## src/rtl/hsid_x_obi_rr_arbiter.sv

```systemverilog
// hsid_x_obi_rr_arbiter: round-robin OBI arbiter; clk/rst, req_i/rsp_o upstream, mem_req_o/mem_rsp_i downstream, outstanding_o, err_o
package hsid_x_obi_inf_pkg;
  typedef struct packed {
    logic        req;
    logic        we;
    logic [3:0]  be;
    logic [31:0] addr;
    logic [31:0] wdata;
  } obi_req_t;
  typedef struct packed {
    logic        gnt;
    logic        rvalid;
    logic [31:0] rdata;
  } obi_resp_t;
endpackage

module hsid_x_obi_rr_arbiter
  import hsid_x_obi_inf_pkg::*;
#(
  parameter int NUM_REQ = 2,
  parameter int MAX_OUTSTANDING = 4,
  localparam int IDX_W = $clog2(NUM_REQ),
  localparam int CNT_W = $clog2(MAX_OUTSTANDING) + 1,
  localparam int PTR_W = (MAX_OUTSTANDING > 1) ? $clog2(MAX_OUTSTANDING) : 1
) (
  input  logic             clk,
  input  logic             rst,
  input  obi_req_t         req_i [NUM_REQ],
  output obi_resp_t        rsp_o [NUM_REQ],
  output obi_req_t         mem_req_o,
  input  obi_resp_t        mem_rsp_i,
  output logic [CNT_W-1:0] outstanding_o,
  output logic             err_o
);
  typedef enum logic {IDLE, LOCKED} state_e;
  state_e state_q, state_d;
  logic [IDX_W-1:0] owner_q, owner_d, rr_q, rr_d, sel, cand, head;
  logic [IDX_W-1:0] fifo_q [MAX_OUTSTANDING];
  logic [PTR_W-1:0] wptr_q, rptr_q;
  logic [CNT_W-1:0] cnt_q;
  logic sel_vld, full, issue, hs, pop, err_q;
  function automatic logic [PTR_W-1:0] inc(input logic [PTR_W-1:0] p);
    return (p == PTR_W'(MAX_OUTSTANDING - 1)) ? '0 : p + 1'b1;
  endfunction
  // Scan downward so the candidate closest to the rr pointer is written last and wins.
  always_comb begin
    sel = rr_q;
    cand = '0;
    sel_vld = 1'b0;
    if (state_q == LOCKED) begin
      sel = owner_q;
      sel_vld = req_i[owner_q].req;
    end else begin
      for (int i = NUM_REQ - 1; i >= 0; i--) begin
        cand = IDX_W'((int'(rr_q) + i) % NUM_REQ);
        if (req_i[cand].req) begin
          sel = cand;
          sel_vld = 1'b1;
        end
      end
    end
  end
  assign full  = cnt_q == CNT_W'(MAX_OUTSTANDING);
  assign issue = sel_vld && !full;
  assign hs    = issue && mem_rsp_i.gnt;
  assign pop   = mem_rsp_i.rvalid && (cnt_q != '0);
  assign head  = fifo_q[rptr_q];
  always_comb begin
    mem_req_o = sel_vld ? req_i[sel] : '0;
    mem_req_o.req = issue;
  end
  always_comb begin
    for (int k = 0; k < NUM_REQ; k++) begin
      rsp_o[k].gnt    = hs && (sel == IDX_W'(k));
      rsp_o[k].rvalid = pop && (head == IDX_W'(k));
      rsp_o[k].rdata  = mem_rsp_i.rdata;
    end
  end
  // A full FIFO freezes arbitration; an owner dropping req releases the lock.
  always_comb begin
    state_d = state_q;
    owner_d = owner_q;
    rr_d = rr_q;
    if (issue) begin
      state_d = hs ? IDLE : LOCKED;
      owner_d = sel;
      if (hs) rr_d = (sel == IDX_W'(NUM_REQ - 1)) ? '0 : sel + 1'b1;
    end else if (!sel_vld) begin
      state_d = IDLE;
    end
  end
  always_ff @(posedge clk or posedge rst) begin
    if (rst) begin
      state_q <= IDLE;
      owner_q <= '0;
      rr_q <= '0;
      wptr_q <= '0;
      rptr_q <= '0;
      cnt_q <= '0;
      err_q <= 1'b0;
    end else begin
      state_q <= state_d;
      owner_q <= owner_d;
      rr_q <= rr_d;
      if (hs) wptr_q <= inc(wptr_q);
      if (pop) rptr_q <= inc(rptr_q);
      cnt_q <= cnt_q + CNT_W'(hs) - CNT_W'(pop);
      if (mem_rsp_i.rvalid && cnt_q == '0) err_q <= 1'b1;
    end
  end
  always_ff @(posedge clk) begin
    if (hs) fifo_q[wptr_q] <= sel;
  end
  assign outstanding_o = cnt_q;
  assign err_o = err_q;
endmodule

```

## config.mk

```make
export PLATFORM = sky130hd
export DESIGN_NAME = hsid_x_obi_rr_arbiter
export DESIGN_NICKNAME = d
export VERILOG_FILES = /design/src/rtl/hsid_x_obi_rr_arbiter.sv
export SDC_FILE = /design/constraint.sdc
export NUM_CORES = 1
export LEC_CHECK = 0
export ABC_AREA = 1
export CAP_MARGIN = 0
export CORE_AREA = 4 4 121 123
export CTS_BUF_LIST = sky130_fd_sc_hd__clkbuf_8
export CTS_CLUSTER_DIAMETER = 30
export DETAILED_ROUTE_END_ITERATION = 10
export DIE_AREA = 0 0 125 127
export GPL_TIMING_DRIVEN = 0
export PLACE_DENSITY = 0.65
export SYNTH_ARGS = -nofsm -noshare
export SYNTH_HDL_FRONTEND = slang
export SYNTH_SLANG_ARGS = --single-unit
export TNS_END_PERCENT = 1
```

## constraint.sdc

```tcl
create_clock -name clk -period 2.5 [get_ports clk]
set_input_delay 0.25 -clock clk [delete_from_list [all_inputs] [get_ports clk]]
set_output_delay 0.25 -clock clk [all_outputs]
set_load 0.005 [all_outputs]
```

# Yosys cells after proc, flatten, opt, wreduce, memory -nomap -nowiden

Memories as Yosys holds them, arrays and structs flattened.
Index checks and enable logic that the tools add are counted.

Memory bits (writable): 4
Flip-flop bits (word level): 11
Output and inout bits: 142
Bits of input ports: 176
Memories: 1

Memories:

| name   | words | bits a word | read ports | clocked after memory_dff | wr ports | RTL line | source |
|---|---|---|---|---|---|---|---|
| fifo_q | 4     | 1           | 1          | 0                        | 1        | 38       | `logic [IDX_W-1:0] fifo_q [MAX_OUTSTANDING];` |

Add/subtract/negate cells: 6
Order comparisons: 4
Mux-type cells: 27
Reductions and logical operators: 12
Bitwise gates (word level): 6
Equality and inequality tests: 4

Operators with widths:

| operator            | number |
|---|---|
| $mux 70             | 9 |
| $mux 69             | 4 |
| $mux 1              | 12 |
| $ge 2x2->1 const B  | 4 |
| $logic_and 1x1->1   | 8 |
| $not 1->2           | 4 |
| $add 2x1->2 const B | 2 |
| $eq 2x2->1 const B  | 2 |
| $mux 2              | 2 |
| $add 3x1->3         | 1 |
| $eq 3x3->1 const B  | 1 |
| $logic_not 3->1     | 1 |
| $reduce_bool 3->1   | 1 |
| $sub 3x1->3         | 1 |
| $add 1x1->1 const B | 2 |
| $ne 2x1->1 const B  | 1 |
| $not 1->1           | 2 |
| $reduce_and 2->1    | 1 |
| $logic_not 1->1     | 1 |

# Longest topological paths before layout

Depth in word-level cells: 13
Mapped depth: 13

# Least setup slack after synthesis

Ideal clock, no wire load.

Kind: flip-flop to flip-flop
From: register cnt_q[1], in the netlist outstanding_o[1]
To: register cnt_q[2], in the netlist outstanding_o[2]
Arrival time: 1.843 ns
Setup time: 0.129 ns
Path buffers: 1
Path slack: 0.528 ns
Stages on the path, launching flop included: 12
Path through: dfrtp_1 -> inv_1 -> nand3_1 -> nand3_2 -> buf_4 -> nand2_1 -> nand2_1 -> ha_1 -> inv_1 -> fa_1 -> xnor2_1 -> xor2_1

Word-level cells in the longest chain between the ends: 6

Ends and longest elaborated chain:

| what                   | RTL line | source |
|---|---|---|
| start, declared        | 40       | `logic [CNT_W-1:0] cnt_q;` |
| start signal, assigned | 107      | `cnt_q <= cnt_q + CNT_W'(hs) - CNT_W'(pop);` |
| $eq 3x3->1             | 63       | `assign full = cnt_q == CNT_W'(MAX_OUTSTANDING);` |
| $logic_not 1->1        | 64       | `assign issue = sel_vld && !full;` |
| $logic_and 1x1->1      | 64       |  |
| $logic_and 1x1->1      | 65       | `assign hs = issue && mem_rsp_i.gnt;` |
| $add 3x1->3            | 107      |  |
| $sub 3x1->3 (*)        | 107      |  |

Every way passes the cells marked *; elsewhere a longest branch is shown, timed or not.
A chain may end at the register's enable or synchronous reset.

==> impl_metrics.xml <==
<?xml version="1.0" encoding="UTF-8"?>
<metrics>
  <group name="synth">
    <metric name="ys.warnings.count" unit="">0</metric>
    <metric name="syn_area" unit="sq um">2982</metric>
    <metric name="syn-instance-count" unit="">545</metric>
    <metric name="synth_commonest_cells" unit="">sky130_fd_sc_hd__nand2_1 (92), sky130_fd_sc_hd__inv_1 (89), sky130_fd_sc_hd__nor2_1 (76), sky130_fd_sc_hd__a21oi_1 (72), sky130_fd_sc_hd__buf_4 (72)</metric>
    <metric name="top_post_synthesis_cells_by_area" unit="">sky130_fd_sc_hd__buf_4 (18%), sky130_fd_sc_hd__a21oi_1 (12%), sky130_fd_sc_hd__nand3_1 (12%)</metric>
    <metric name="async_flop_share" unit="%">73.33</metric>
    <metric name="synth_edf_count" unit="">4</metric>
    <metric name="synth.ff_latch_count" unit="">15</metric>
    <metric name="postSynthAreaPerCell" unit="sq um">5.471</metric>
    <metric name="synth.net_count" unit="">728</metric>
    <metric name="synth_top_area_share" unit="%">18.13</metric>
    <metric name="postSynth.topFlopCell" unit="">sky130_fd_sc_hd__dfrtp_1</metric>
    <metric name="netlist-cell-type-count" unit="">27</metric>
    <metric name="post-synth-top-area-cell" unit="">sky130_fd_sc_hd__buf_4</metric>
    <metric name="synth.most_common_cell" unit="">sky130_fd_sc_hd__nand2_1</metric>
    <metric name="synth.yosys.seq_area_share" unit="%">13.26</metric>
  </group>
  <group name="placed_design">
    <metric name="placement_stage_cell_area" unit="sq um">6060</metric>
    <metric name="dp_hpwl" unit="mm">12.05</metric>
    <metric name="buffer_ports.inserted" unit="">285</metric>
    <metric name="gp_congestion" unit="">0.8251</metric>
  </group>
  <group name="grt">
    <metric name="grt_pass1_wl" unit="mm">21.53</metric>
    <metric name="grt-ovfl-total" unit="">0</metric>
    <metric name="largest_net_degree_at_the_start_of_global_routing" unit="">12</metric>
    <metric name="first_global_vias" unit="">4218</metric>
    <metric name="antenna_violations_before_repair" unit="">2</metric>
    <metric name="global_route.usage.total" unit="%">16.53</metric>
  </group>
  <group name="timing">
    <metric name="timing_worst_slew_pin_value" unit="ns">0.5164</metric>
    <metric name="timing.fmax" unit="MHz">424.0</metric>
    <metric name="hold_fails_final_rpt" unit="">0</metric>
    <metric name="timing.setup.tns" unit="ns">0</metric>
    <metric name="layout_min_cycle_time" unit="ns">2.358</metric>
    <metric name="setup_viol" unit="">0</metric>
    <metric name="relSlewSlack" unit="%">65.28</metric>
    <metric name="final_min_period_over_clock_period" unit="%">94.34</metric>
    <metric name="setup_repair_after_global_routing_missed_its_margin" unit="">false</metric>
    <metric name="final.setup_skew" unit="ns">0.001414</metric>
    <metric name="slew_viol_final" unit="">0</metric>
  </group>
  <group name="cts">
    <metric name="cts-root-buf" unit="">sky130_fd_sc_hd__clkbuf_8</metric>
    <metric name="hold_buffers" unit="">0</metric>
    <metric name="cts_tree" unit="">done</metric>
    <metric name="clock_tree.buffer_depth" unit="">2</metric>
    <metric name="clkSlewWorstSetupHoldPaths" unit="ns">0.06</metric>
    <metric name="number_of_cts_inserted_buffers" unit="">3</metric>
    <metric name="cts_num_sinks" unit="">15</metric>
    <metric name="insertion_delay" unit="ns">0.24</metric>
    <metric name="cts_max_level" unit="">1</metric>
  </group>
  <group name="final_layout">
    <metric name="synthesis_to_layout_area_growth" unit="%">106.9</metric>
    <metric name="post_layout_instance_area" unit="sq um">6170</metric>
    <metric name="finish.net_count" unit="">1018</metric>
    <metric name="num_antenna_cells" unit="">0</metric>
    <metric name="drive_above_1_share" unit="%">13.79</metric>
  </group>
  <group name="power_and_ir_drop">
    <metric name="power_density" unit="nW/um^2">652.3</metric>
    <metric name="vdd_drop_max" unit="uV">332.3</metric>
    <metric name="totalPowerFinal" unit="W">0.004024</metric>
    <metric name="p_leak" unit="nW">3.140</metric>
    <metric name="clockPowerShare" unit="%">4.8</metric>
    <metric name="p_comb_share" unit="%">83.4</metric>
    <metric name="seq_power_share" unit="%">11.7</metric>
    <metric name="cell_internal_pwr" unit="W">0.002294</metric>
    <metric name="p_sw" unit="W">0.001730</metric>
    <metric name="netSwitchingFraction" unit="%">43.00</metric>
  </group>
  <group name="worst_setup_path">
    <metric name="crit_path_max_fanout" unit="">10</metric>
    <metric name="cp_data_arrival_time" unit="ns">2.11</metric>
    <metric name="cp_cell_sequence" unit="">nand2_4 &gt; nand2_1 &gt; nand2_4 &gt; clkbuf_4 &gt; nand2_1 &gt; nor2_1 &gt; clkdlybuf4s50_1</metric>
    <metric name="worstSetupPathType" unit="">reg2out</metric>
    <metric name="crit_slowest_cell" unit="">sky130_fd_sc_hd__clkdlybuf4s50_1</metric>
    <metric name="cp.required" unit="ns">2.25</metric>
    <metric name="crit_path_start_kind" unit="">flop</metric>
    <metric name="critical_path_buf_inv_count" unit="">2</metric>
    <metric name="timing.critical_path.to_type" unit="">primary output</metric>
    <metric name="crit_family" unit="">buffers and inverters</metric>
    <metric name="maximum_cell_stage_delay_along_the_critical_path" unit="ns">0.57</metric>
  </group>
  <group name="routing">
    <metric name="wire_length_per_cell_after_detailed_routing" unit="microns">13.97</metric>
    <metric name="wl" unit="mm">14.16</metric>
    <metric name="detailroute.via_count" unit="">4176</metric>
    <metric name="detail_route.first_pass.iterations" unit="">6</metric>
    <metric name="antenna_violating_nets_post_route" unit="">0</metric>
    <metric name="viasPerCell" unit="">4.118</metric>
    <metric name="drt_iter0_drc" unit="">176</metric>
    <metric name="post-route-drc-count" unit="">0</metric>
  </group>
  <group name="floorplanning">
    <metric name="row_count" unit="">43</metric>
    <metric name="dieWidth" unit="microns">125</metric>
    <metric name="coreArea" unit="sq um">13670</metric>
    <metric name="io_pins" unit="">318</metric>
    <metric name="die-height" unit="microns">127</metric>
    <metric name="fp.dieArea" unit="sq um">15880</metric>
    <metric name="initial_utilization" unit="%">21.82</metric>
  </group>
  <group name="job">
    <metric name="max-cap-violations" unit="">0</metric>
  </group>
  <group name="status">
    <metric name="run_status" unit="">finished, final reports clean</metric>
  </group>
  <group name="min_path">
    <metric name="hold_path_class" unit="">in2async</metric>
  </group>
</metrics>
-- cell usage in the layout (no fill, tap or decap), types with 3 or more instances in the layout --
| cell | n |
|---|---|
| sky130_fd_sc_hd__clkdlybuf4s50_1 | 282 |
| sky130_fd_sc_hd__nand2_1 | 91 |
| sky130_fd_sc_hd__inv_1 | 89 |
| sky130_fd_sc_hd__buf_4 | 75 |
| sky130_fd_sc_hd__nor2_1 | 74 |
| sky130_fd_sc_hd__a21oi_1 | 71 |
| sky130_fd_sc_hd__nand3_1 | 70 |
| sky130_fd_sc_hd__buf_2 | 11 |
| sky130_fd_sc_hd__dfrtp_1 | 11 |
| sky130_fd_sc_hd__clkbuf_2 | 9 |
| sky130_fd_sc_hd__ha_1 | 6 |
| sky130_fd_sc_hd__o21ai_1 | 4 |
| sky130_fd_sc_hd__edfxtp_1 | 4 |
| sky130_fd_sc_hd__inv_2 | 3 |
| sky130_fd_sc_hd__clkbuf_4 | 3 |
| sky130_fd_sc_hd__clkbuf_8 | 3 |
| sky130_fd_sc_hd__dlymetal6s2s_1 | 3 |
-- state kept, by name (all words and copies together) (netlist names) --
register and count:
rr_q 1, err_o 1, fifo_q 4, rptr_q 2
state_q 1, wptr_q 2, outstanding_o 3, owner_q 1
-- final timing paths --
check / start / endpoint / slack, ns / depth (start not counted)
hold reg to reg: err_o / err_o / 0.47 / 1
setup / recovery: state_q / mem_req_o[11] / 0.14 / 7
max in group asynchronous: rst / err_o / 1.90 / 2
hold / removal: rst / rptr_q[0] / 0.30 / 2
min in group clk: err_o / err_o / 0.47 / 1
setup reg to reg: state_q / outstanding_o[2] / 0.19 / 12
-- layer usage --
metal	wire (microns)	up-vias	global-route usage (%)
met4	119	4	2.360
li1	-	2196	-
met2	6972	178	29.90
met1	5663	1786	19.54
met5	27	-	0
met3	1378	12	5.477
-- worst reg2reg max path, delay by kind of cell (launching register included) --
| family | cells | cell delay, ns |
|---|---|---|
| xor gates and xnor gates | 2 | 0.35 |
| adders and majority gates | 2 | 0.51 |
| buffers and inverters | 2 | 0.24 |
| DFF | 1 | 0.47 |
| and+or+nand+nor | 6 | 0.67 |
-- cells by family after synthesis --
family	share of synthesized area (%)
AND/OR/NAND/NOR	34.12
buffers and inverters	34.41
AO/OA/AOI/OAI	14.44
flip-flops	13.26
adder cells (fa/ha/maj)	3.189
XOR/XNOR	0.5876
-- power groups by stage --
stage | sequential, W | combinational (W) | clock (W)
detailed placement | 0.000470 | 0.00335 | 0
global route | 0.000488 | 0.00376 | 0.000210
finish | 0.000473 | 0.00336 | 0.000195
CTS | 0.000467 | 0.00339 | 0.000202
floorplan | 0.000453 | 0.00159 | 0
global placement | 0.000467 | 0.00334 | 0
-- layout make-up --
cell class	count	area, sq um
Buffer	103	715.7
Clock buffer	3	41.29
Clock inverter	1	5.005
Fill cell	1452	7496
Inverter	92	345.3
Multi-Input combinational cell	335	1582
Sequential cell	15	395.4
Tap cell	180	225.2
Timing Repair Buffer	285	2860
-- through the flow --
step                      setup WS, ns  std cells  hold slack (ns)  utilization [%]
final                           0.1415       1014           0.3000            45.15
after global routing          0.002495       1014           0.3542            45.15
after global placement         -0.1552       1010           0.4523            44.34
after CTS                   -0.0007454       1014           0.3200            44.84
after detailed placement       -0.1287       1010           0.4579            44.34
after floorplan                 0.5285        545           0.1024                -
-- timing repair --
| item | CTS | global route |
|---|---|---|
| pin swaps | 0 | 1 |
| resized for setup | 12 | 22 |
| setup buffers | 0 | 0 |
| cloned | 0 | 0 |
| setup endpoints to repair | 46 | 71 |
Power figures use the tool's default switching activity.
==> variant, RTL diff (config.mk and constraints unchanged) <==
Change the parameter `MAX_OUTSTANDING` from 4 to 2.
--- a/src/rtl/hsid_x_obi_rr_arbiter.sv
+++ b/src/rtl/hsid_x_obi_rr_arbiter.sv
@@ -19,5 +19,5 @@
 #(
   parameter int NUM_REQ = 2,
-  parameter int MAX_OUTSTANDING = 4,
+  parameter int MAX_OUTSTANDING = 2,
   localparam int IDX_W = $clog2(NUM_REQ),
   localparam int CNT_W = $clog2(MAX_OUTSTANDING) + 1,
Ports: changed (resized outstanding_o); port bits go from 318 to 317. No check against the original RTL was run, so the function may have changed too.
==> variant against the unedited design <==
Total power down 11%. Wire length fell by 9.5%. Setup slack got worse by 56 ps. Clock skew is essentially flat. First-iteration DRC count decreased by 48%. Cell area fell by 11%. Sequential cell count shrank 5. Synthesized area decreased by 23%. Largest power group unchanged. Highest routed layer is now met4.
==> variant: results (changes against the unedited design) <==
stage,metric,value,unit,change
status,status,finished clean,,unchanged
worst_setup_path,R2R depth,9,,was 12
worst_setup_path,RR Startpoint,outstanding_o[1]$_DFF_PP0_,,was state_q$_DFFE_PP0P_
yosys,syn nets,542,,was 728
pwr,Pleak,0.002449,µW,was 0.003140 µW
final_layout,multi-input combinational cell count,249,,was 335
yosys,synth cell count leaders,"nand2_1, buf_4, nand3_1",,"was nand2_1, inv_1, nor2_1"
worst_setup_path,crit path to,mem_req_o[1],,was mem_req_o[11]
global_route,global-route wire length before repair,19400,µm,"was 21,530 µm"
placed_design,Post-Place Setup Slack,-156.3,ps,was -128.7 ps
routing,initial drt markers,92,,was 176
clock_tree,CTS sink cnt,10,,was 15
worst_setup_path,R2R Setup Slk,600,ps,was 190 ps
routing,First-pass DRT Iterations,5,,was 6
final_layout,fill count,1431,,"was 1,452"
clock_tree,# resized after CTS,4,,was 12
placed_design,gpl congestion,0.8503,,was 0.8251
final_layout,layout cell share with drive strength beyond 1,16.26,%,was 13.79%
pwr,P_seq,297,µW,was 473 µW
placed_design,dpl cells,829,,"was 1,010"
pwr,Net Switching,1462,µW,was 1730 µW
worst_setup_path,Crit Path Class,input pin to output pin,,was register to output pin
sta,Relative slew margins,58.54,%,was 65.28%
routing,drt via density,4.193,,was 4.118
placed_design,hpwl dp,10970,µm,"was 12,050 µm"
final_layout,clk cell area share,0.8165,%,was 0.7504%
pwr,Worst IR Drop VDD,429.4,µV,was 332.3 µV
yosys,Post-synth EDFFs,2,,was 4
worst_setup_path,Worst EP arrival,2160,ps,was 2110 ps
final_layout,multi-input gate share of total cell area,24.99,%,was 25.63%
pwr,combinational cell fraction of total power,86.9,%,was 83.4%
sta,Clock Skew,0.9798,ps,was 1.414 ps
final_layout,final cell count without fillers,838,,"was 1,014"
final_layout,sequential share of cell area,4.718,%,was 6.408%
yosys,Synth cell types,24,,was 27
[variant: changes by cell type in the layout (fill, tap and decap cells not counted), moves of 4 or more]
| cell | change |
|---|---|
| a21boi_1 | +65 |
| clkbuf_2 | -5 |
| a21oi_1 | -70 |
| buf_2 | -5 |
| buf_4 | +4 |
| ha_1 | -5 |
| nand2_1 | -7 |
| inv_1 | -76 |
| nor2_1 | -67 |
[variant: logic make-up (layout without fill, tap and decap cells)]
kind of cell / count (synthesis) / after routing / share of synthesized area, %
AND/OR/NAND/NOR: 170 / 170 / 33.28
buffers and inverters: 106 / 399 / 29.85
AO/OA/AOI/OAI: 76 / 76 / 24.25
flip-flops: 10 / 10 / 11.31
XOR/XNOR: 2 / 2 / 0.7614
adder cells (fa/ha/maj): 1 / 1 / 0.5437
[variant: routing by layer]
metal / routed length (µm) / track usage, % / vias up
met5: 0 / 0 / -
met4: 173 / 2.423 / 0
met3: 1030 / 3.512 / 14
met2: 6697 / 28.12 / 179
met1: 4914 / 16.75 / 1592
li1: - / - / 1729
